### src/rtl/w_writeback.sv
// ---------------------------------------------------------------------------
// w_writeback -- write-back stage of the five-stage pipelined MIPS core.
//
// Holds the M/W pipeline register, selects the value written to the GRF
// (ALU result, extracted load data, PC+8 or HI/LO) and counts retired
// instructions. Its outputs drive the GRF write port and the W-stage
// forwarding source.
//
// Parameters:
//   CNT_W        width of the retired-instruction counter
//
// Ports:
//   clk          core clock, rising-edge active
//   reset        asynchronous, active-low; 0 clears all state immediately
//   stall_W      hold every W-stage register
//   flush_W      load a bubble instead of the M-stage values
//   RFWr_M       M-stage instruction writes the GRF
//   RegWrite_M   M-stage destination register
//   ResultSel_M  result source: 00 ALU, 01 DM, 10 PC+8, 11 HI/LO
//   LoadType_M   000 lw, 001 lb, 010 lbu, 011 lh, 100 lhu (others act as lw)
//   PC4_M        PC+4 of the M-stage instruction
//   ALUOut_M     ALU result; bits [1:0] double as the load byte offset
//   DMRD_M       raw data-memory word
//   HiLo_M       HI/LO read value
//   RFWr_W       GRF write enable (never asserted for $0)
//   RegWrite_W   GRF write address
//   Result_W     GRF write data
//   PC4_W        PC+4 of the W-stage instruction
//   Retired_W    count of committed instructions
//
// Optional feature:
//   WB_TRACE_EN  when defined, prints the simulation commit trace on every
//                edge that writes the GRF while out of reset.
// ---------------------------------------------------------------------------
module w_writeback #(
    parameter int CNT_W = 32
) (
    input  logic             clk,
    input  logic             reset,
    input  logic             stall_W,
    input  logic             flush_W,
    input  logic             RFWr_M,
    input  logic [4:0]       RegWrite_M,
    input  logic [1:0]       ResultSel_M,
    input  logic [2:0]       LoadType_M,
    input  logic [31:0]      PC4_M,
    input  logic [31:0]      ALUOut_M,
    input  logic [31:0]      DMRD_M,
    input  logic [31:0]      HiLo_M,
    output logic             RFWr_W,
    output logic [4:0]       RegWrite_W,
    output logic [31:0]      Result_W,
    output logic [31:0]      PC4_W,
    output logic [CNT_W-1:0] Retired_W
);

    typedef enum logic [1:0] {
        SEL_ALU  = 2'b00,
        SEL_DM   = 2'b01,
        SEL_PC8  = 2'b10,
        SEL_HILO = 2'b11
    } result_sel_t;

    typedef enum logic [2:0] {
        LD_W  = 3'b000,
        LD_B  = 3'b001,
        LD_BU = 3'b010,
        LD_H  = 3'b011,
        LD_HU = 3'b100
    } load_type_t;

    localparam logic [CNT_W-1:0] CNT_ONE = {{(CNT_W-1){1'b0}}, 1'b1};

    logic             rfwr_q;
    logic [4:0]       reg_write_q;
    logic [1:0]       result_sel_q;
    logic [2:0]       load_type_q;
    logic [31:0]      pc4_q;
    logic [31:0]      alu_out_q;
    logic [31:0]      dmrd_q;
    logic [31:0]      hilo_q;
    logic [CNT_W-1:0] retired_q;

    logic [7:0]       ld_byte;
    logic [15:0]      ld_half;
    logic [31:0]      load_val;

    // A nonzero PC4 marks a real instruction; bubbles carry PC4 == 0. The
    // instruction currently in W retires on any edge that lets it leave,
    // which includes an edge that replaces it with a flush bubble.
    always_ff @(posedge clk or negedge reset) begin
        if (!reset) begin
            rfwr_q       <= 1'b0;
            reg_write_q  <= 5'd0;
            result_sel_q <= 2'b00;
            load_type_q  <= 3'b000;
            pc4_q        <= 32'd0;
            alu_out_q    <= 32'd0;
            dmrd_q       <= 32'd0;
            hilo_q       <= 32'd0;
            retired_q    <= '0;
        end else if (!stall_W) begin
            if (pc4_q != 32'd0) begin
                retired_q <= retired_q + CNT_ONE;
            end
            if (flush_W) begin
                rfwr_q       <= 1'b0;
                reg_write_q  <= 5'd0;
                result_sel_q <= 2'b00;
                load_type_q  <= 3'b000;
                pc4_q        <= 32'd0;
                alu_out_q    <= 32'd0;
                dmrd_q       <= 32'd0;
                hilo_q       <= 32'd0;
            end else begin
                rfwr_q       <= RFWr_M;
                reg_write_q  <= RegWrite_M;
                result_sel_q <= ResultSel_M;
                load_type_q  <= LoadType_M;
                pc4_q        <= PC4_M;
                alu_out_q    <= ALUOut_M;
                dmrd_q       <= DMRD_M;
                hilo_q       <= HiLo_M;
            end
        end
    end

    // Little-endian extraction: byte lane from ALUOut[1:0], half lane from
    // ALUOut[1] alone (ALUOut[0] is ignored for halfword loads).
    always_comb begin
        ld_byte = dmrd_q[7:0];
        case (alu_out_q[1:0])
            2'd0:    ld_byte = dmrd_q[7:0];
            2'd1:    ld_byte = dmrd_q[15:8];
            2'd2:    ld_byte = dmrd_q[23:16];
            default: ld_byte = dmrd_q[31:24];
        endcase
        ld_half = alu_out_q[1] ? dmrd_q[31:16] : dmrd_q[15:0];

        load_val = dmrd_q;
        case (load_type_q)
            LD_B:    load_val = {{24{ld_byte[7]}}, ld_byte};
            LD_BU:   load_val = {24'd0, ld_byte};
            LD_H:    load_val = {{16{ld_half[15]}}, ld_half};
            LD_HU:   load_val = {16'd0, ld_half};
            default: load_val = dmrd_q;
        endcase
    end

    always_comb begin
        Result_W = alu_out_q;
        case (result_sel_q)
            SEL_ALU:  Result_W = alu_out_q;
            SEL_DM:   Result_W = load_val;
            SEL_PC8:  Result_W = pc4_q + 32'd4;
            SEL_HILO: Result_W = hilo_q;
            default:  Result_W = alu_out_q;
        endcase
    end

    // $0 is hard-wired to zero, so a write to it is never signalled.
    assign RFWr_W     = rfwr_q && (reg_write_q != 5'd0);
    assign RegWrite_W = reg_write_q;
    assign PC4_W      = pc4_q;
    assign Retired_W  = retired_q;

`ifdef WB_TRACE_EN
    always @(posedge clk) begin
        if (reset && RFWr_W) begin
            $display("%d@%h: $%d <= %h", $time, PC4_W - 32'd4, RegWrite_W, Result_W);
        end
    end
`endif

endmodule

### config.mk
export PLATFORM = sky130hd
export DESIGN_NAME = w_writeback
export DESIGN_NICKNAME = d
export VERILOG_FILES = /design/src/rtl/w_writeback.sv
export SDC_FILE = /design/constraint.sdc
export NUM_CORES = 1
export LEC_CHECK = 0
export CAP_MARGIN = 10
export CELL_PAD_IN_SITES_DETAIL_PLACEMENT = 1
export CELL_PAD_IN_SITES_GLOBAL_PLACEMENT = 1
export CORE_ASPECT_RATIO = 0.7
export CORE_MARGIN = 2
export CORE_UTILIZATION = 33
export CTS_CLUSTER_DIAMETER = 60
export DETAILED_ROUTE_END_ITERATION = 6
export PLACE_DENSITY = 0.74
export SYNTH_ARGS = -nofsm -noshare
export SYNTH_HDL_FRONTEND = slang
export SYNTH_SLANG_ARGS = --single-unit
### constraint.sdc
create_clock -name clk -period 2.55 [get_ports clk]
set_input_delay 0.765 -clock clk [delete_from_list [all_inputs] [get_ports clk]]
set_output_delay 0.765 -clock clk [all_outputs]
set_load 0.1 [all_outputs]
After elaboration in Yosys (flattened, before gate mapping):

Index checks and enable logic that the tools add are counted.

* bits in registers: 171
* input bits: 143
* logic and storage cells: 39

* add/subtract/negate cells: 2
* eq/ne operators: 9
* mux-type cells: 12
* bitwise logic cells: 1
* reduce and logical (&&, ||, !) cells: 6

Operators by type and width (number)
* one-hot mux 32 bit (4 select lines): 2
* two-way mux 32 bit: 4
* adder 32 x 1 -> 32 bit (second input constant): 1
* adder 32 x 3 -> 32 bit (second input constant): 1
* nonzero test 32 bit: 1
* one-hot mux 8 bit (3 select lines): 1
* two-way mux 16 bit: 1
* == test 2 bit (second input constant): 3
* == test 3 x 2 -> 1 bit (second input constant): 2
* two-way mux 5 bit: 1
* nonzero test 5 bit: 1
* == test 2 x 1 -> 1 bit (second input constant): 2
* zero test 2 bit: 2
* == test 3 x 1 -> 1 bit (second input constant): 1
* == test 3 bit (second input constant): 1
* two-way mux 3 bit: 1
* two-way mux 2 bit: 1
* AND reduction 2 bit: 1
* logical AND 1 bit: 1
* two-way mux 1 bit: 1
* NOT 1 bit: 1

Depth between registers and ports, before layout:

Gate-level depths: netlist (run 1).

* word-level depth: 4
* depth in mapped cells: 9

Worst setup path after synthesis (run 1):

OpenSTA, ideal clock, no wires.

* path type: register to output
* start point: register pc4_q[8], in the netlist PC4_W[8]
* end point: output Result_W[15]
* data arrival time: 4.290 ns
* path slack: -2.505 ns
* cell stages (with the launch flop): 7
* path through: dfrtp_1 buf_2 nand4_4 nor4_4 nand2_1 xor2_1 o21ai_0

* word-level cells in the longest chain between the ends: 2

Ends and longest elaborated chain
* from (decl): RTL line 78 `logic [31:0] pc4_q;`
* from (signal assigned): RTL line 97 `pc4_q <= 32'd0;`
* from (signal assigned): RTL line 111 `pc4_q <= 32'd0;`
* from (signal assigned): RTL line 120 `pc4_q <= PC4_M;`
* adder 32 x 3 -> 32 bit: RTL line 155 `SEL_PC8: Result_W = pc4_q + 32'd4;`
* one-hot mux 32 bit (4 select lines): RTL line 152 `case (result_sel_q)`
* to (decl): RTL line 52 `output logic [31:0] Result_W,`

Every way passes these cells.

Worst setup path after layout (run 1):

* start point: register alu_out_q[1]
* end point: output Result_W[19]

* word-level cells in the longest chain between the ends: 4

Ends and longest elaborated chain
* from (decl): RTL line 79 `logic [31:0] alu_out_q;`
* from (signal assigned): RTL line 121 `alu_out_q <= ALUOut_M;`
* == test 2 bit (tied with other cells): RTL line 132 `case (alu_out_q[1:0])`
* one-hot mux 8 bit (3 select lines): RTL line 132
* one-hot mux 32 bit (4 select lines) (*): RTL line 141 `case (load_type_q)`
* one-hot mux 32 bit (4 select lines) (*): RTL line 152

Mark *: on every way between the ends. The rest lies on a longest branch, timed or not.

==> results of run 1 <==
==> metrics by stage <==
stage	total power, mW	cells	setup slack (ps)	instance area [µm²]
2_1_floorplan	5.43	1047	-1450	10000
6_report	9.65	1768	-693	14800
5_1_grt	10.0	1768	-817	14800
3_5_place_dp	6.92	1727	-319	13800
3_3_place_gp	6.85	1727	-294	13800
4_1_cts	9.67	1764	-737	14600
==> worst max-delay path, cell delays in order (launching register included) <==
cell	delay, ps
dfrtp_1	420
mux4_2	420
nor3_4	50
a211oi_4	340
o21ai_0	170
a31oi_1	260
o31a_4	210
buf_12	170
==> repair_timing <==
| item | 4_1_cts | 5_1_grt |
|---|---|---|
| gates cloned | 0 | 0 |
| buffers inserted | 7 | 5 |
| resized for setup | 53 | 27 |
| endpoints found under the setup margin | 34 | 47 |
| pin swaps | 18 | 17 |
==> kinds of logic after synthesis <==
family / Yosys count / share of synthesized area
AND/OR/NAND/NOR: 460 / 0.253
AO/OA/AOI/OAI: 251 / 0.159
flip-flops: 171 / 0.453
buffers and inverters: 81 / 0.0415
multiplexers: 20 / 0.0313
adder cells (fa/ha/maj): 3 / 0.00398
XOR/XNOR: 61 / 0.0574
==> power by group through the flow <==
stage	clock network [mW]	logic (mW)	registers, mW
after floorplan	0	1.53	3.90
after global placement	0	3.64	3.21
after detailed placement	0	3.69	3.23
after CTS	2.70	3.79	3.18
after global routing	2.81	3.99	3.21
final	2.63	3.82	3.19
==> registers in the layout, summed over array words and instances, names as in the netlist <==
| name | cells |
|---|---|
| PC4_W | 32 |
| Retired_W | 32 |
| alu_out_q | 32 |
| dmrd_q | 32 |
| hilo_q | 32 |
| RegWrite_W | 5 |
| load_type_q | 3 |
| result_sel_q | 2 |
| rfwr_q | 1 |
==> layer usage <==
metal,global-route usage,up-vias
met5,0,-
met1,0.377,4662
met2,0.400,213
li1,-,4277
met3,0.0515,31
met4,0.0489,2
==> cell usage in the layout, fill, tap and decap left out, types with 15 or more instances in the layout <==
master,n
clkbuf_16,19
nand4_1,17
nand2_1,180
buf_12,36
dfrtp_1,135
clkdlybuf4s50_1,139
buf_4,199
buf_6,15
xnor2_1,41
nand3_1,21
dfrtp_2,16
nand2b_1,133
dfrtp_4,20
xor2_1,17
o21ai_0,143
nor2_1,36
==> layout make-up <==
class | count | area [µm²] | area share
inverter | 6 | 26.3 | 0.00178
tap | 371 | 464 | 0.0315
sequential | 171 | 4370 | 0.296
multi-input combinational | 795 | 5470 | 0.371
clock inverter | 14 | 135 | 0.00916
timing repair buffer | 393 | 3840 | 0.261
clock buffer | 18 | 439 | 0.0298
==> path summary, 6_finish.rpt <==
path                                from             to  slack [ps]  cells past startpoint
hold / removal                     reset       PC4_W[9]         140                      1
setup / recovery            alu_out_q[1]   Result_W[19]        -690                      7
min in group clk           alu_out_q[10]  alu_out_q[10]         490                      2
hold reg to reg            alu_out_q[10]  alu_out_q[10]         490                      2
max in group asynchronous          reset  Retired_W[29]        1760                      2
setup reg to reg                PC4_W[2]  Retired_W[10]         110                     10
==> results_dict.tcl, run 1 <==
set metrics [dict create \
    status "complete, but fails checks" \
    violations "setup timing" \
    path_clk_slew_ps 70 \
    cts_hold_buffers 0 \
    seqPwrFrac 0.330 \
    tightest_slew_ps 995 \
    synth.avg_cell_area_um2 9.02 \
    max_freq_mhz 308 \
    relSlewSlack 0.337 \
    routed-via-count 9185 \
    pwr-share-comb 0.396 \
    ys_async_sr_fraction 1.00 \
    setup-violations-final 32 \
    yosysMostFrequentCell "nand2_1" \
    cts_made_buffers 17 \
    post_synth_inst_count 1047 \
    cts.path.max_buffers 2 \
    final_util 0.528 \
    drt_wl_total_um 38100 \
    dr.pass1.iters 6 \
    whs_ps 138 \
    worstHoldPathType "in -> async" \
    endpoint_kind "output port" \
    wl_met3_um 1760 \
    final_max_slew_viol_count 0 \
    drcViolationCount 0 \
    fin_worst_skew_ps 8.44 \
    core_um2 27900 \
    drtIter0Drc 505 \
    path_class "reg -> out" \
    power.switching_mw 3.94 \
    synth_area_leader_cell "dfrtp_1" \
    top_layer "met5" \
    power.leakage_nw 6.17 \
    wl_met1_um 18400 \
    grt_max_degree 110 \
    nFillCells 3125 \
    viasPerCell 5.20 \
    path_max_fanout 6 \
    ant_nets 0 \
    powerDensity_nw_per_um2 654 \
    fin_crit_ps 3240 \
    cap_violations 0 \
    vdd_drop_max_mv 0.906 \
    ys_types 66 \
    clock-sinks 171 \
    synth_area_leaders "dfrtp_1 45%, nand2b_1 8.9%, o21ai_0 8.4%" \
    worstSetupStartpointType "register" \
    syn_nets 1193 \
    syn_to_final_growth_pct 56.3 \
    crit_arrival_ps 2480 \
    synthFlopType "dfrtp_1" \
    place_congestion 0.894 \
    h-tree-depth 4 \
    ioPinCount 245 \
    die_h_um 146 \
    placementRows 51 \
    clk_latency_ps 440 \
    synth_top_area_frac 0.453 \
    rsz0062_at_grt "true" \
    clkPwrFrac 0.273 \
    finalWorstSetupSlack_ps -693 \
    grt_pass1_vias 9717 \
    synth_area_um2 9440 \
    fin_crit_sh 1.27 \
    synth_edf_count 0 \
    gr-total-overflow 0 \
    cp.required_ps 1790 \
    hpwl_um 28800 \
    yosys_warnings 0 \
    die_w_um 206 \
    start_util 0.338 \
    cts_tree "done" \
    ys_top_cells_by_count "181 x nand2_1, 171 x dfrtp_1, 159 x o21ai_0" \
    grt_pass1_wl_um 58600 \
    antennaDiodeCount 0 \
    swShare 0.408 \
    finalHoldViolations 0 \
    final_nets 1530 \
    wl_met2_um 17500 \
    antenna_found_initial 1 \
    cts_root_buf "clkbuf_16" \
    p_int_mw 5.71 \
    ys_seq_area_frac 0.453 \
    yosys_register_bits 171 \
    dieArea_um2 30000 \
    final.setup.tns_ps -19970 \
    port-buffer-count 244 \
    wl_per_cell_um 21.6 \
    drive_gt1_frac 0.319 \
    grt_use_total 0.259 \
]
Note: power is estimated with default switching activity, not from simulation.
==> inputs of run 2 (changes only) <==
Settings changed: CORE_UTILIZATION 33 to 37, PLACE_DENSITY 0.74 to 0.78, TNS_END_PERCENT from default to 100.
Clock period 2.55 ns to 3.23 ns, I/O delays scaled along.
==> results_dict.tcl, run 2 (same netlist as run 1, synthesis figures left out) <==
set metrics [dict create \
    status "complete, but fails checks" \
    violations "setup timing" \
    cts_root_buf "clkbuf_16" \
    routed-via-count 9380 \
    viasPerCell 5.59 \
    final_common_cell "nand2_1" \
    dr.pass1.iters 5 \
    port-buffer-count 244 \
    layout_common_cells "178 x nand2_1, 153 x buf_4, 147 x o21ai_0" \
    wl_per_cell_um 23.0 \
    fin_crit_sh 1.11 \
    final_nets 1485 \
    finalHoldViolations 0 \
    dieArea_um2 26800 \
    final_util 0.575 \
    drive_gt1_frac 0.288 \
    clk_latency_ps 450 \
    r2r_cells 10 \
    top_layer "met4" \
    antenna_found_initial 1 \
    crit_arrival_ps 2610 \
    tightest_slew_ps 669 \
    path_class "reg -> out" \
    whs_ps 424 \
    dpl.cell_count 1587 \
    path_clk_slew_ps 70 \
    die_h_um 138 \
    finalWorstSetupSlack_ps -348 \
    wl_met2_um 17500 \
    powerDensity_nw_per_um2 518 \
    power.leakage_nw 5.95 \
    cts.path.max_buffers 2 \
    grt_pass1_wl_um 55800 \
    grt_use_total 0.275 \
    drt_wl_total_um 38600 \
    gr-total-overflow 0 \
    power_mw 7.41 \
    grt_max_degree 118 \
    rsz0062_at_grt "true" \
    cts_tree "done" \
    instances_no_fill 1679 \
    grt_pass1_vias 9408 \
    core_um2 24900 \
    vdd_drop_max_mv 0.677 \
    worstSetupStartpointType "register" \
    h-tree-depth 4 \
    die_w_um 195 \
    relSlewSlack 0.552 \
    max_freq_mhz 279 \
    ioPinCount 245 \
    fin_worst_skew_ps 13.1 \
    drtIter0Drc 675 \
    cts_made_buffers 17 \
    cp.required_ps 2260 \
    start_util 0.380 \
    wl_met1_um 17100 \
    place_congestion 0.890 \
    drcViolationCount 0 \
    final_max_slew_viol_count 0 \
    wl_met3_um 2810 \
    fin_crit_ps 3580 \
    clock-sinks 171 \
    worstHoldPathType "in -> async" \
    cap_violations 0 \
    placementRows 48 \
    syn_to_final_growth_pct 51.5 \
    endpoint_kind "output port" \
    path_max_fanout 14 \
    hpwl_um 26100 \
    place_ws_ps 129 \
    setup-violations-final 30 \
    ant_nets 0 \
]
[run 2: final cells by class]
cell class | count | area [µm²]
Multi-Input combinational cell | 795 | 5430
Clock buffer | 19 | 443
Sequential cell | 171 | 4370
Clock inverter | 13 | 106
Tap cell | 325 | 407
Timing Repair Buffer | 348 | 3520
Antenna cell | 2 | 5.00
Inverter | 6 | 26.3
Fill cell | 2759 | 10600
[run 2: per-layer routing]
layer / vias up / GRT usage
met5: - / 0
met4: 0 / 0.0780
met3: 89 / 0.0578
met2: 406 / 0.436
met1: 4692 / 0.383
li1: 4193 / -
[run 2: report_power, final]
| part | switching, mW | total [mW] | internal [mW] |
|---|---|---|---|
| combinational | 1.87 | 2.85 | 0.981 |
| clock | 0.978 | 2.00 | 1.02 |
| sequential | 0.227 | 2.56 | 2.33 |
| total | 3.08 | 7.41 | 4.33 |
[run 2: what timing repair did]
item                       CTS  global route
gates resized for setup     65            49
setup endpoints to repair   32            32
cloned                       1             1
buffers inserted            26            30
hold buffers                 0             0
pin swaps                   34            34
[run 2: per-stage QoR]
step	setup TNS, ps	instance area, µm²
after global placement	0	12800
final	-6480	14300
after floorplan	-6060	9750
after CTS	-3870	13800
after detailed placement	0	12800
after global routing	-8530	14300
[run 2: worst max-delay path, stage by stage, from the launching register on]
cell,delay [ps]
dfrtp_2,430
buf_4,150
buf_12,140
mux2i_2,170
a211oi_2,280
buf_6,200
o21ai_1,100
a31oi_1,260
o31a_2,250
buf_12,180
[run 2: final timing paths]
kind                                    from       endpoint  slack (ps)
worst max-delay path            alu_out_q[1]   Result_W[22]        -350
worst min register to register    hilo_q[14]     hilo_q[14]         490
worst max register to register      PC4_W[2]  Retired_W[10]         720
min in group clk                  hilo_q[14]     hilo_q[14]         490
worst min-delay path                   reset       PC4_W[4]         420
max in group asynchronous              reset   alu_out_q[1]        1990
==> inputs of run 3 (changes only) <==
Settings changed: TNS_END_PERCENT 100 to 1.
==> results_dict.tcl, run 3 (same netlist as run 1, synthesis figures left out) <==
set metrics [dict create \
    viasPerCell 5.42 \
    finalHoldViolations 0 \
    clkPwrFrac 0.295 \
    swShare 0.397 \
    drtIter0Drc 528 \
    cts_made_buffers 17 \
    worstReg2RegStart "PC4_W[2]" \
    routed-via-count 8887 \
    p_int_mw 4.45 \
    h-tree-depth 4 \
    pwr-share-comb 0.359 \
    setup-violations-final 31 \
    worstHoldPathType "in -> async" \
    max_freq_mhz 283 \
    gr-total-overflow 0 \
    drive_gt1_frac 0.227 \
    fin_crit_ps 3530 \
    ff2ff_setup_slack_ps 710 \
    worstSetupStartpointType "register" \
    wl_per_cell_um 21.9 \
    relSlewSlack 0.417 \
    status "complete, but fails checks" \
    ant_nets 0 \
    seqPwrFrac 0.346 \
    whs_ps 369 \
    placementRows 48 \
    path_max_fanout 7 \
    rsz0062_at_grt "true" \
    cts.path.max_buffers 2 \
    ioPinCount 245 \
    syn_to_final_growth_pct 43.1 \
    crit_arrival_ps 2560 \
    vdd_drop_max_mv 0.865 \
    clk_latency_ps 440 \
    drcViolationCount 0 \
    antennaDiodeCount 0 \
    endpoint_kind "output port" \
    power.leakage_nw 5.65 \
    die_w_um 195 \
    cp.required_ps 2260 \
    hpwl_um 26600 \
    port-buffer-count 244 \
    start_util 0.380 \
    grt_max_degree 99 \
    power.switching_mw 2.93 \
    grt_pass1_vias 9164 \
    die_h_um 138 \
    antenna_found_initial 0 \
    layout_common_cells "181 x nand2_1, 153 x o21ai_0, 141 x dfrtp_1" \
    fin_crit_sh 1.09 \
    path_class "reg -> out" \
    cap_violations 0 \
    path_clk_slew_ps 70 \
    final_max_slew_viol_count 0 \
    grt_use_total 0.270 \
    place_congestion 0.917 \
    core_um2 24900 \
    tightest_slew_ps 875 \
    crit_path_max_incr_delay_ps 470 \
    crit_slowest_cell "dfrtp_4" \
    path_cells "nand3_1 > nor4_4 > buf_4 > nand4_2 > xor2_1 > a211oi_2 > a21o_1 > buf_12" \
    final.setup.tns_ps -4940 \
    worst_r2r_endpoint "Retired_W[30]" \
    r2r_cells 9 \
    dieArea_um2 26800 \
    cts_root_buf "clkbuf_16" \
    dr.pass1.iters 7 \
    grt_pass1_wl_um 54700 \
    final_util 0.543 \
    fin_worst_skew_ps 11.9 \
    violations "setup timing" \
    final_common_cell "nand2_1" \
    finalWorstSetupSlack_ps -298 \
    clock-sinks 171 \
    final_nets 1447 \
    cts_tree "done" \
    nFillCells 2855 \
    powerDensity_nw_per_um2 547 \
    drt_wl_total_um 35800 \
]
run 3: changes by cell type in the layout (fill, tap and decap cells not counted), moves of 7 or more:
cell     before  now
buf_6        15    7
nand3_1      19   29
nor2_1       35   42
buf_4       153  128
run 3: metal layers:
layer | part of all wire | global-route usage | routed length (µm)
met4 | 0.019 | 0.0785 | 698
met1 | 0.45 | 0.383 | 16200
met5 | 0 | 0 | 0
met2 | 0.44 | 0.407 | 15900
met3 | 0.084 | 0.0698 | 3000
run 3: power groups by stage:
stage          logic (mW)  registers [mW]  clock network (mW)
3_3_place_gp         2.54            2.58                   0
3_5_place_dp         2.57            2.59                   0
6_report             2.65            2.55                2.18
5_1_grt              2.77            2.57                2.30
2_1_floorplan        1.08            3.06                   0
4_1_cts              2.65            2.54                2.23
run 3: area by class of cell:
| class | instances | area, µm² | share of cell area |
|---|---|---|---|
| multi-input cells | 795 | 4970 | 0.368 |
| flip-flops and latches | 171 | 4350 | 0.322 |
| clock buffers | 19 | 443 | 0.0328 |
| inverters | 6 | 22.5 | 0.00167 |
| repair buffers | 310 | 3140 | 0.233 |
| well taps | 325 | 407 | 0.0301 |
| clock inverters | 13 | 169 | 0.0125 |
run 3: timing repair:
action | 4_1_cts | 5_1_grt
hold buffers | 0 | 0
pin swaps | 23 | 4
setup endpoints to repair | 32 | 32
buffers inserted | 15 | 0
gates resized for setup | 39 | 12
run 3: how the worst max path moves through the flow:
stage | slack, ps | endpoint | startpoint
after floorplan | -980 | Result_W[30] | PC4_W[14]
after global placement | 80 | Result_W[31] | load_type_q[1]
after detailed placement | 90 | Result_W[14] | dmrd_q[15]
after CTS | -280 | Result_W[31] | alu_out_q[0]
after global routing | -390 | Result_W[14] | alu_out_q[1]
final | -300 | Result_W[29] | PC4_W[3]
run 3: worst max-delay path: cells and delay by family (launching register included):
kind,cells,cell delay [ps]
buffers and inverters,2,370
xor gates and xnor gates,1,180
DFF,1,470
AOI/OAI and AO/OA,2,430
and+or+nand+nor,3,660
run 3: stage by stage:
step                instances  instance area, µm²  setup WS, ps  total power [mW]
finish                   1639               13500          -298              7.39
global route             1639               13500          -393              7.64
CTS                      1639               13500          -277              7.42
detailed placement       1592               12600          85.8              5.15
global placement         1592               12600          79.2              5.12
floorplan                1047                9530          -977              4.14
